$ cat config.mk
export PLATFORM = sky130hd
export DESIGN_NAME = add_step_multi
export DESIGN_NICKNAME = d
export VERILOG_FILES = /design/src/rtl/add_step_multi.sv
export SDC_FILE = /design/constraint.sdc
export NUM_CORES = 1
export LEC_CHECK = 0
export BUFFER_PORTS_ARGS = -buffer_cell sky130_fd_sc_hd__buf_2
export CAP_MARGIN = 0
export CORE_MARGIN = 1.5
export CORE_UTILIZATION = 45
export DETAILED_ROUTE_END_ITERATION = 8
export HOLD_SLACK_MARGIN = 0.05
export PLACE_DENSITY = 0.71
export SLEW_MARGIN = 20
export SYNTH_ARGS = -nofsm -noshare
export SYNTH_HDL_FRONTEND = slang
export SYNTH_SLANG_ARGS = --single-unit
$ cat constraint.sdc
create_clock -name clk100 -period 3.6 [get_ports clk100]
set_input_delay 0.54 -clock clk100 [delete_from_list [all_inputs] [get_ports clk100]]
set_output_delay 0.54 -clock clk100 [all_outputs]
set_load 0.02 [all_outputs]
$ cat src/rtl/add_step_multi.sv
// add_step_multi
//   Multi-channel delayed add-step stage. Each channel delays its enable strobe
//   through a WIDTH-deep shift register and detects the rising edge of the
//   delayed strobe synchronously. On that edge it registers
//   iData + step, with either wrap or saturate arithmetic, a carry-out flag
//   and an update counter.
//
// Ports
//   clk100    : system clock, rising edge
//   rst       : synchronous active-high reset
//   enable    : per-channel strobe (bit c -> channel c)
//   iData     : packed channel data, channel c at [c*DINA_WIDTH +: DINA_WIDTH]
//   step      : unsigned increment, zero-extended, shared by all channels
//   saturate  : 1 = clamp to all-ones on carry, 0 = wrap
//   shEnable  : delayed enable (shift register MSB) per channel
//   oValid    : one-cycle pulse per channel when its result updates
//   oDataAdd  : registered result per channel, same packing as iData
//   oOverflow : carry-out of the channel's most recent update
//   oCount    : per-channel update count since reset (wraps)
module add_step_multi #(
  parameter int unsigned DINA_WIDTH  = 32,
  parameter int unsigned WIDTH       = 3,
  parameter int unsigned CHANNELS    = 4,
  parameter int unsigned STEP_WIDTH  = 8,
  parameter int unsigned COUNT_WIDTH = 16
) (
  input  logic                            clk100,
  input  logic                            rst,
  input  logic [CHANNELS-1:0]             enable,
  input  logic [CHANNELS*DINA_WIDTH-1:0]  iData,
  input  logic [STEP_WIDTH-1:0]           step,
  input  logic                            saturate,
  output logic [CHANNELS-1:0]             shEnable,
  output logic [CHANNELS-1:0]             oValid,
  output logic [CHANNELS*DINA_WIDTH-1:0]  oDataAdd,
  output logic [CHANNELS-1:0]             oOverflow,
  output logic [CHANNELS*COUNT_WIDTH-1:0] oCount
);

  logic [WIDTH-1:0]       r_shreg [CHANNELS];
  logic [CHANNELS-1:0]    r_shPrev;
  logic [CHANNELS-1:0]    r_valid;
  logic [CHANNELS-1:0]    r_ovf;
  logic [DINA_WIDTH-1:0]  r_data  [CHANNELS];
  logic [COUNT_WIDTH-1:0] r_cnt   [CHANNELS];

  logic [CHANNELS-1:0]    w_top;
  logic [CHANNELS-1:0]    w_rise;
  logic [DINA_WIDTH:0]    w_sum   [CHANNELS];
  logic [DINA_WIDTH:0]    w_step_ext;

  assign w_step_ext = {{(DINA_WIDTH + 1 - STEP_WIDTH){1'b0}}, step};

  always_comb begin
    w_top  = '0;
    w_rise = '0;
    for (int unsigned c = 0; c < CHANNELS; c++) begin
      w_top[c]  = r_shreg[c][WIDTH-1];
      // Edge of the delayed strobe, detected in the clk100 domain.
      w_rise[c] = r_shreg[c][WIDTH-1] & ~r_shPrev[c];
      w_sum[c]  = {1'b0, iData[c*DINA_WIDTH +: DINA_WIDTH]} + w_step_ext;
    end
  end

  always_ff @(posedge clk100) begin
    if (rst) begin
      r_shPrev <= '0;
      r_valid  <= '0;
      r_ovf    <= '0;
      for (int unsigned c = 0; c < CHANNELS; c++) begin
        r_shreg[c] <= '0;
        r_data[c]  <= '0;
        r_cnt[c]   <= '0;
      end
    end else begin
      r_shPrev <= w_top;
      r_valid  <= w_rise;
      for (int unsigned c = 0; c < CHANNELS; c++) begin
        r_shreg[c] <= {r_shreg[c][WIDTH-2:0], enable[c]};
        if (w_rise[c]) begin
          r_ovf[c]  <= w_sum[c][DINA_WIDTH];
          r_data[c] <= (saturate && w_sum[c][DINA_WIDTH]) ? '1
                                                          : w_sum[c][DINA_WIDTH-1:0];
          r_cnt[c]  <= r_cnt[c] + 1'b1;
        end
      end
    end
  end

  always_comb begin
    oDataAdd = '0;
    oCount   = '0;
    for (int unsigned c = 0; c < CHANNELS; c++) begin
      oDataAdd[c*DINA_WIDTH +: DINA_WIDTH]  = r_data[c];
      oCount[c*COUNT_WIDTH +: COUNT_WIDTH]  = r_cnt[c];
    end
  end

  assign shEnable  = w_top;
  assign oValid    = r_valid;
  assign oOverflow = r_ovf;

endmodule

==> results_dict.tcl, run 1 <==
set metrics [dict create \
    min_path_type "primary input to flop" \
    start_util 0.4617 \
    p_comb_frac 0.144 \
    tightest_slew_ps 1111 \
    seqPwrFrac 0.468 \
    htree_levels 1 \
    nFillCells 2314 \
    peakVddDrop_uv 284.6 \
    layout_commonest_cell "buf_2" \
    dr_total_vias 10320 \
    area_growth_pct 23.04 \
    num_rows 59 \
    num_io_pins 347 \
    portBuffers 346 \
    cp_num_buf_inv 2 \
    path_cells "buf_2 -> ha_1 -> fa_1 -> a211oi_1 -> o21a_1 -> a211oi_2 -> nand4_2 -> buf_4 -> a41o_1 -> nor2_1" \
    min_to "r_shreg[2][0]" \
    power.share.clock 0.388 \
    rr_endpoint "r_cnt[3][13]" \
    grt_antenna_before_repair 10 \
    setup_viol 0 \
    stdcell_area_mm2 0.01493 \
    postSynth.asyncResetShare 0 \
    gp_congestion 0.8953 \
    yosysWarnings 0 \
    nets 1663 \
    sw_frac_of_total 0.2692 \
    root_buffer "clkbuf_16" \
    end_kind "flop" \
    die_area_mm2 0.02796 \
    outcome "finished, final reports clean" \
    via_per_inst 5.616 \
    synthCells 1138 \
    min_period_ps 2891 \
    critPathLaunch "step[0]" \
    synth_top_area_share 0.4751 \
    cp.required_ps 4000 \
    cp_slowest_cell "a211oi_2" \
    cp_slowest_stage_delay_ps 820 \
    ys.flop_type "edfxtp_1" \
    hp-start "enable[2]" \
    hold_viol 0 \
    overflow 0 \
    cts_resized 0 \
    rsz0062_at_grt "false" \
    relSlewSlack 0.2557 \
    internal_power_uw 4520 \
    clock_sinks 216 \
    hold_buffers 0 \
    yosysTopAreaCell "edfxtp_1" \
    setup-tns-final_ps 0 \
    maxCapViolations 0 \
    first_global_vias 9725 \
    synth_edf_count 192 \
    ant_nets 0 \
    seq_area_mm2 0.006246 \
    grtUsageTotal 0.2355 \
    worstSkewPairLatency_ps 530 \
    die_h_um 167.2 \
    path_clk_slew_ps 60 \
    power.leakage_uw 0.006164 \
    multi_input_area_mm2 0.005549 \
    cts_max_path_buffers 3 \
    numCtsBuffers 25 \
    mappedNetlistNets 1321 \
    worst-path-max-fanout 12 \
    syn_area_per_cell_um2 10.66 \
    routedWlPerCell_um 18.63 \
    finalCoreUtilization 0.5681 \
    yosysUniqueCellTypes 72 \
    chipWidth_um 167.2 \
    power.switching_uw 1665 \
    worstHoldPathCells 2 \
    fmax_mhz 345.9 \
    drt-total-wl_um 34220 \
    worstSetupPathType "primary input to flop" \
    cts_tree "done" \
    ys_seq_area_frac 0.5147 \
    synth_area_mm2 0.01213 \
    p_per_area_mw_per_mm2 414.3 \
    final_cell_mix "buf_2 (346), edfxtp_1 (192), a21oi_1 (126)" \
    drv_slew 0 \
    worstReg2RegStart "r_cnt[3][4]" \
    coreArea_mm2 0.02628 \
    first_pass_iters 5 \
    drc 0 \
    yosys_register_bits 216 \
    dpl-instance-area_mm2 0.01417 \
    cp-start-kind "primary input" \
    grt_pass1_wl_um 52520 \
    layout-drive-gt1-share 0.2864 \
    place_hpwl_um 25040 \
    synth_area_leaders "edfxtp_1 (48%), xor2_1 (5.4%), a21oi_1 (5.2%), dfxtp_1 (4.0%), xnor2_1 (3.9%)" \
    grt_max_degree 50 \
    period_share 0.8030 \
    skew_ps 14.00 \
    cp.arrival_ps 3290 \
    post_cts_buffers 0 \
    cp_top_family "compound AO/OA/AOI/OAI gates" \
    r2r_cells 6 \
    r2r_slack_ps 1720 \
    drt_iter0_markers 850 \
]
-- kinds of logic (layout without fill, tap and decap cells) --
logic type / after synthesis / in the layout / share of synthesized area
buf+inv: 73 / 433 / 0.02877
xor+xnor: 129 / 129 / 0.09311
flops: 216 / 216 / 0.5147
simple gates: 426 / 426 / 0.1891
compound gates: 253 / 253 / 0.1297
fa+ha+maj: 40 / 40 / 0.04372
mux: 1 / 1 / 0.0008249
other cells: 0 / 4 / 0
-- worst max-delay path by stage --
stage,end,slack (ps),depth (start not counted)
final,r_data[3][31],710,10
after global routing,r_data[3][31],530,10
after CTS,r_data[3][31],770,10
after detailed placement,r_data[3][31],220,10
after global placement,r_data[3][31],250,10
after floorplan,r_data[1][29],900,9
-- metrics by stage --
| step | worst slack (ps) | power, uW | cells | hold WS, ps |
|---|---|---|---|---|
| after global placement | 252.8 | 3815 | 1788 | 418.1 |
| after detailed placement | 220.7 | 3829 | 1788 | 424.8 |
| after CTS | 770.3 | 6233 | 1833 | 199.8 |
| after global routing | 533.4 | 6410 | 1836 | 218.9 |
| after floorplan | 903.8 | 3477 | 1138 | 413.8 |
| final | 709.2 | 6185 | 1837 | 216.6 |
-- registers in the layout, indices dropped and copies added (netlist names) --
signal	flops
r_data	128
oOverflow	4
r_shPrev	4
oValid	4
r_shreg	12
r_cnt	64
-- area by class of cell --
class / count / share of cell area
Clock buffer: 34 / 0.04484
Inverter: 28 / 0.007040
Multi-Input combinational cell: 849 / 0.3717
Sequential cell: 216 / 0.4184
Antenna cell: 4 / 0.0006705
Tap cell: 335 / 0.02808
Clock inverter: 11 / 0.005448
Timing Repair Buffer: 360 / 0.1239
-- per-layer routing --
metal | GRT usage | up-vias | routed length [um]
li1 | - | 4933 | -
met3 | 0.06287 | 70 | 3083
met5 | 0 | - | 83
met1 | 0.3022 | 4859 | 14070
met4 | 0.07325 | 12 | 790
met2 | 0.3897 | 443 | 16180
-- synthesized netlist by cell type (all sizes together) (3+ instances only) --
cell type  number
and4           19
nor4           11
or3             8
o211ai          7
nor3           42
a311oi          3
nand3          63
nor2b          20
xnor2          54
and2           13
ha             36
a211oi         14
fa              4
inv            27
o21a            9
o21bai          4
edfxtp        192
a211o           3
nand4          29
a21oi         127
o21ai          31
nand2          63
o211a           3
nor2          105
buf            20
a31oi          22
xor2           75
or2             6
a21o            9
nand2b         12
and3           31
dfxtp          24
clkbuf         25
-- power groups by stage --
stage | logic (uW) | registers, uW | clock network, uW
after floorplan | 409 | 3070 | 0
after global placement | 873 | 2940 | 0
after detailed placement | 886 | 2940 | 0
after CTS | 891 | 2890 | 2450
after global routing | 968 | 2900 | 2540
final | 891 | 2890 | 2400
(Power assumes the default switching activity.)
==> run 2, diff against run 1 <==
ABC_AREA = 1   (was not set)
PLACE_DENSITY = 0.69   (was 0.71)
clock period = 2.8 ns   (was 3.6 ns; I/O delays follow)
==> run 2 against run 1 <==
Compared with the run above: hold slack lost 120 ps; sequential share of layout area shrank 6.4 points; final cell count grew 46%; global-route usage grew 2.4 points; clock power grew 49%; die area grew 19%.
==> results_dict.tcl, run 2 <==
set metrics [dict create \
    synth_area_mm2 0.01453 \
    cts_max_path_buffers 3 \
    worst-path-max-fanout 31 \
    yosys-top-cells-count "nand2_1 (535), inv_1 (306), edfxtp_1 (192)" \
    grtUsageTotal 0.2598 \
    power.leakage_uw 0.008738 \
    cp-start-kind "primary input" \
    mappedNetlistNets 2081 \
    layout_commonest_cell "nand2_1" \
    r2r_slack_ps 670 \
    ant_nets 0 \
    grt_pass1_wl_um 68720 \
    start_util 0.4594 \
    min_period_ps 2207 \
    num_io_pins 347 \
    setup-tns-final_ps 0 \
    syn_area_per_cell_um2 7.658 \
    clock_sinks 216 \
    skew_ps 15.80 \
    overflow 0 \
    drt_iter0_markers 770 \
    rsz0062_at_grt "false" \
    synth_most_common_cell "nand2_1" \
    root_buffer "clkbuf_16" \
    portBuffers 346 \
    drv_slew 0 \
    first_global_vias 12910 \
    synth_edf_count 192 \
    maxCapViolations 0 \
    ys_seq_area_frac 0.4298 \
    path_clk_slew_ps 60 \
    ys.flop_type "edfxtp_1" \
    relSlewSlack 0.4838 \
    layout-drive-gt1-share 0.2251 \
    cp.arrival_ps 2480 \
    gp_congestion 0.9422 \
    min_path_type "primary input to flop" \
    grt_max_degree 49 \
    yosysUniqueCellTypes 44 \
    hold_ws_ps 93.95 \
    largest_register_ffs 128 \
    setup_slack_ps 593.4 \
    dr_total_vias 13820 \
    nets 2433 \
    peakVddDrop_uv 429.3 \
    setup_viol 0 \
    num_rows 65 \
    end_kind "flop" \
    tightest_slew_ps 773.5 \
    numCtsBuffers 26 \
    period_share 0.7881 \
    worstSetupPathType "primary input to flop" \
    coreArea_mm2 0.03164 \
    htree_levels 1 \
    grt_antenna_before_repair 10 \
    drt-total-wl_um 43740 \
    hold_buffers 0 \
    top_regs "r_data: 128 flops, r_cnt: 64 flops, r_shreg: 12 flops" \
    via_per_inst 5.159 \
    worstSkewPairLatency_ps 540 \
    place_inst 2624 \
    final-instance-count-excl-fill 2678 \
    synth_area_leaders "edfxtp_1 (40%), nand2_1 (14%), inv_1 (7.9%), nand3_1 (5.7%), nor2_1 (4.6%)" \
    first_pass_iters 5 \
    synthCells 1898 \
    area_growth_pct 21.33 \
    final_cell_mix "nand2_1 (531), buf_2 (346), inv_1 (306)" \
    routedWlPerCell_um 16.33 \
    fmax_mhz 453.2 \
    hold_viol 0 \
    nFillCells 3038 \
    pre_cts_ws_ps 79.72 \
    yosysWarnings 0 \
    postSynth.asyncResetShare 0 \
    place_hpwl_um 34180 \
    chipWidth_um 182.7 \
    p_per_area_mw_per_mm2 493.3 \
    die_area_mm2 0.03338 \
    cp.required_ps 3070 \
    cts_tree "done" \
    post_cts_buffers 0 \
    drc 0 \
    yosysTopAreaCell "edfxtp_1" \
    cts_resized 0 \
    largest_register "r_data" \
    synth_top_area_share 0.3967 \
    die_h_um 182.7 \
    outcome "finished, final reports clean" \
    yosys_register_bits 216 \
]
run 2: kinds of logic after synthesis:
kind of cell               synth area share
and+or+nand+nor                      0.3340
buffers and inverters                0.1020
DFF                                  0.4298
AOI/OAI and AO/OA                   0.06878
xor gates and xnor gates            0.02893
adders and majority gates           0.03650
run 2: layout make-up:
cell class                      count  area (um^2)  share of cell area
Clock buffer                       37        753.2             0.04271
Timing Repair Buffer              360         1912              0.1084
Sequential cell                   216         6246              0.3542
Clock inverter                     11        153.9            0.008727
Inverter                          329         1236             0.07010
Tap cell                          402        503.0             0.02852
Antenna cell                        6        15.01           0.0008514
Multi-Input combinational cell   1317         6815              0.3865
run 2: through the flow:
stage               total power, uW  cell area, um^2  utilization
finish                         8698            17630       0.5574
global placement               5166            16710       0.5283
global route                   9022            17630       0.5573
floorplan                      4635            14530            -
detailed placement             5178            16710       0.5283
CTS                            8758            17620       0.5569
run 2: worst paths after layout:
path	startpoint	end	cells after the start
worst min-delay path	enable[1]	r_shreg[1][0]	3
worst min register to register	r_shreg[3][1]	r_shreg[3][2]	2
worst max register to register	r_shreg[1][2]	r_cnt[1][11]	8
worst max-delay path	step[0]	r_data[3][1]	10
run 2: critical path, cell delays in order:
cell and delay [ps]:
buf_2 150, ha_1 220, fa_1 440, nand3_1 110, nand3_1 160, nand2_1 120
nand3_2 170, nand4_4 360, inv_1 120, o21a_1 200
run 2: layer usage:
layer / GRT usage / up-vias / wire (um)
li1: - / 6902 / -
met1: 0.3497 / 6364 / 19410
met2: 0.4281 / 458 / 20300
met3: 0.03931 / 83 / 2562
met4: 0.08661 / 8 / 1418
met5: 0 / - / 51
run 2: power breakdown:
group | switching [uW] | internal [uW]
combinational | 943 | 451
clock | 1350 | 2230
sequential | 73.4 | 3650
total | 2370 | 6330
==> run 3, diff against run 2 <==
ABC_AREA = 0   (was 1)
PLACE_DENSITY = 0.73   (was 0.69)
clock period = 1.8 ns   (was 2.8 ns; I/O delays follow)
==> run 3 against run 2 <==
Compared with the run above: the flow now finishes with violations (setup timing); flip-flop and latch count stayed put; global-route usage decreased by 1.4 points; sequential power rose by 55%; hold slack lost 28 ps; final area up 2.3%; routed wire length down 17%; final cell count decreased by 22%; critical path depth unchanged; combinational power grew 75%; largest cell class unchanged; largest power group unchanged.
==> results_dict.tcl, run 3 (synthesis results as in run 1) <==
set metrics [dict create \
    power.leakage_uw 0.007417 \
    cts_tree "done" \
    clock_sinks 216 \
    first_global_vias 10920 \
    root_buffer "clkbuf_16" \
    tightest_slew_ps 534.2 \
    power.share.clock 0.381 \
    outcome "complete, but fails checks" \
    numCtsBuffers 25 \
    p_per_area_mw_per_mm2 736.0 \
    internal_power_uw 9725 \
    via_per_inst 5.417 \
    maxCapViolations 0 \
    end_kind "flop" \
    top_regs "r_data: 128 flops, r_cnt: 64 flops, r_shreg: 12 flops" \
    hold_ws_ps 66.18 \
    nets 1897 \
    worstSkewPairLatency_ps 520 \
    cp.required_ps 2050 \
    largest_register "r_data" \
    min_to "r_shreg[0][1]" \
    hp-start "rst" \
    rr_endpoint "r_cnt[3][13]" \
    worstHoldPathCells 2 \
    fmax_mhz 515.2 \
    first_pass_iters 7 \
    period_share 1.078 \
    cp-start-kind "primary input" \
    worstReg2RegStart "r_cnt[3][6]" \
    drc 0 \
    setup-tns-final_ps -1799 \
    p_comb_frac 0.183 \
    htree_levels 1 \
    hold_viol 0 \
    pre_cts_ws_ps -798.2 \
    gp_congestion 0.8911 \
    place_hpwl_um 26240 \
    worst-path-max-fanout 10 \
    relSlewSlack 0.6439 \
    drv_slew 0 \
    die_area_mm2 0.02796 \
    routedWlPerCell_um 17.52 \
    overflow 0 \
    chipWidth_um 167.2 \
    drt_iter0_markers 682 \
    area_growth_pct 48.67 \
    largest_register_ffs 128 \
    setup_slack_ps -141.0 \
    min_path_type "primary input to flop" \
    layout_commonest_cell "buf_2" \
    num_io_pins 347 \
    setup_viol 32 \
    nFillCells 1947 \
    portBuffers 346 \
    skew_ps 12.18 \
    cp.arrival_ps 2190 \
    sw_frac_of_total 0.2676 \
    ant_nets 0 \
    grt_max_degree 50 \
    worstSetupPathType "primary input to flop" \
    grtUsageTotal 0.2460 \
    seqPwrFrac 0.435 \
    cts_max_path_buffers 3 \
    drt-total-wl_um 36390 \
    start_util 0.4617 \
    path_clk_slew_ps 60 \
    layout-drive-gt1-share 0.4818 \
    num_rows 59 \
    grt_antenna_before_repair 9 \
    r2r_cells 6 \
    violations "setup timing" \
    r2r_slack_ps 110 \
    die_h_um 167.2 \
    power.switching_uw 3553 \
    rsz0062_at_grt "true" \
    coreArea_mm2 0.02628 \
    final_cell_mix "buf_2 (340), buf_4 (214), edfxtp_1 (192)" \
    min_period_ps 1941 \
    dr_total_vias 11250 \
    grt_pass1_wl_um 55590 \
    peakVddDrop_uv 578.3 \
]
run 3: changes by cell type in the layout (fill, tap and decap cells not counted), moves of 56 or more:
cell / change
nand3_1: -119
a21oi_2: +56
nand2_1: -471
xor2_1: +61
nor2_1: -84
buf_4: +206
inv_1: -279
run 3: power groups by stage:
| stage | Clock, uW | Combinational (uW) | Sequential, uW |
|---|---|---|---|
| after global routing | 5340 | 2620 | 5800 |
| after global placement | 0 | 2180 | 5880 |
| after floorplan | 0 | 929 | 6130 |
| after CTS | 5150 | 2290 | 5780 |
| after detailed placement | 0 | 2230 | 5880 |
| final | 5060 | 2430 | 5780 |
run 3: worst max path at each step:
stage               from             to  slack, ps  depth (start not counted)
2_1_floorplan  iData[32]  r_data[1][29]       -400                          9
3_3_place_gp     step[0]  r_data[0][30]       -750                         10
3_5_place_dp     step[0]  r_data[2][23]       -800                         10
4_1_cts          step[0]  r_data[0][26]        -80                         11
5_1_grt          step[0]  r_data[1][19]       -180                         10
6_report         step[0]  r_data[1][19]       -140                         10
run 3: layout make-up:
cell class              instances  area, um^2  area share
clock inverters                14       148.9    0.008254
multi-input cells             852        6584      0.3650
well taps                     335       419.2     0.02323
flip-flops and latches        216        6246      0.3462
clock buffers                  32       651.9     0.03614
inverters                      28       105.1    0.005826
repair buffers                591        3862      0.2141
diodes                          9       22.52    0.001248
run 3: what timing repair did:
action,4_1_cts,5_1_grt
gates resized for setup,23,90
endpoints found under the setup margin,119,111
gates cloned,2,2
hold endpoints to repair,5,0
setup buffers,10,17
hold buffers,5,0
pin swaps,19,66
run 3: through the flow:
| step | instance area, um^2 | total power, uW | std cells | util |
|---|---|---|---|---|
| 2_1_floorplan | 12740 | 7058 | 1138 | - |
| 3_3_place_gp | 16360 | 8064 | 1989 | 0.6225 |
| 3_5_place_dp | 16360 | 8114 | 1989 | 0.6225 |
| 4_1_cts | 17420 | 13230 | 2051 | 0.6629 |
| 5_1_grt | 18030 | 13760 | 2074 | 0.6862 |
| 6_report | 18040 | 13280 | 2077 | 0.6864 |
run 3: routing by layer:
layer  global-route usage  wire [um]  vias up
met5                    0         13        -
met3              0.05200       2335       85
li1                     -          -     5396
met2               0.4261      18010      407
met1               0.2994      14750     5361
met4              0.09949       1276        2
run 3: critical path, stage by stage:
cell	delay (ps)
buf_12	120
ha_4	160
fa_2	370
a211oi_4	240
o21ai_2	120
o211ai_1	230
buf_4	210
o21bai_1	110
nor4_1	250
nor3_1	110
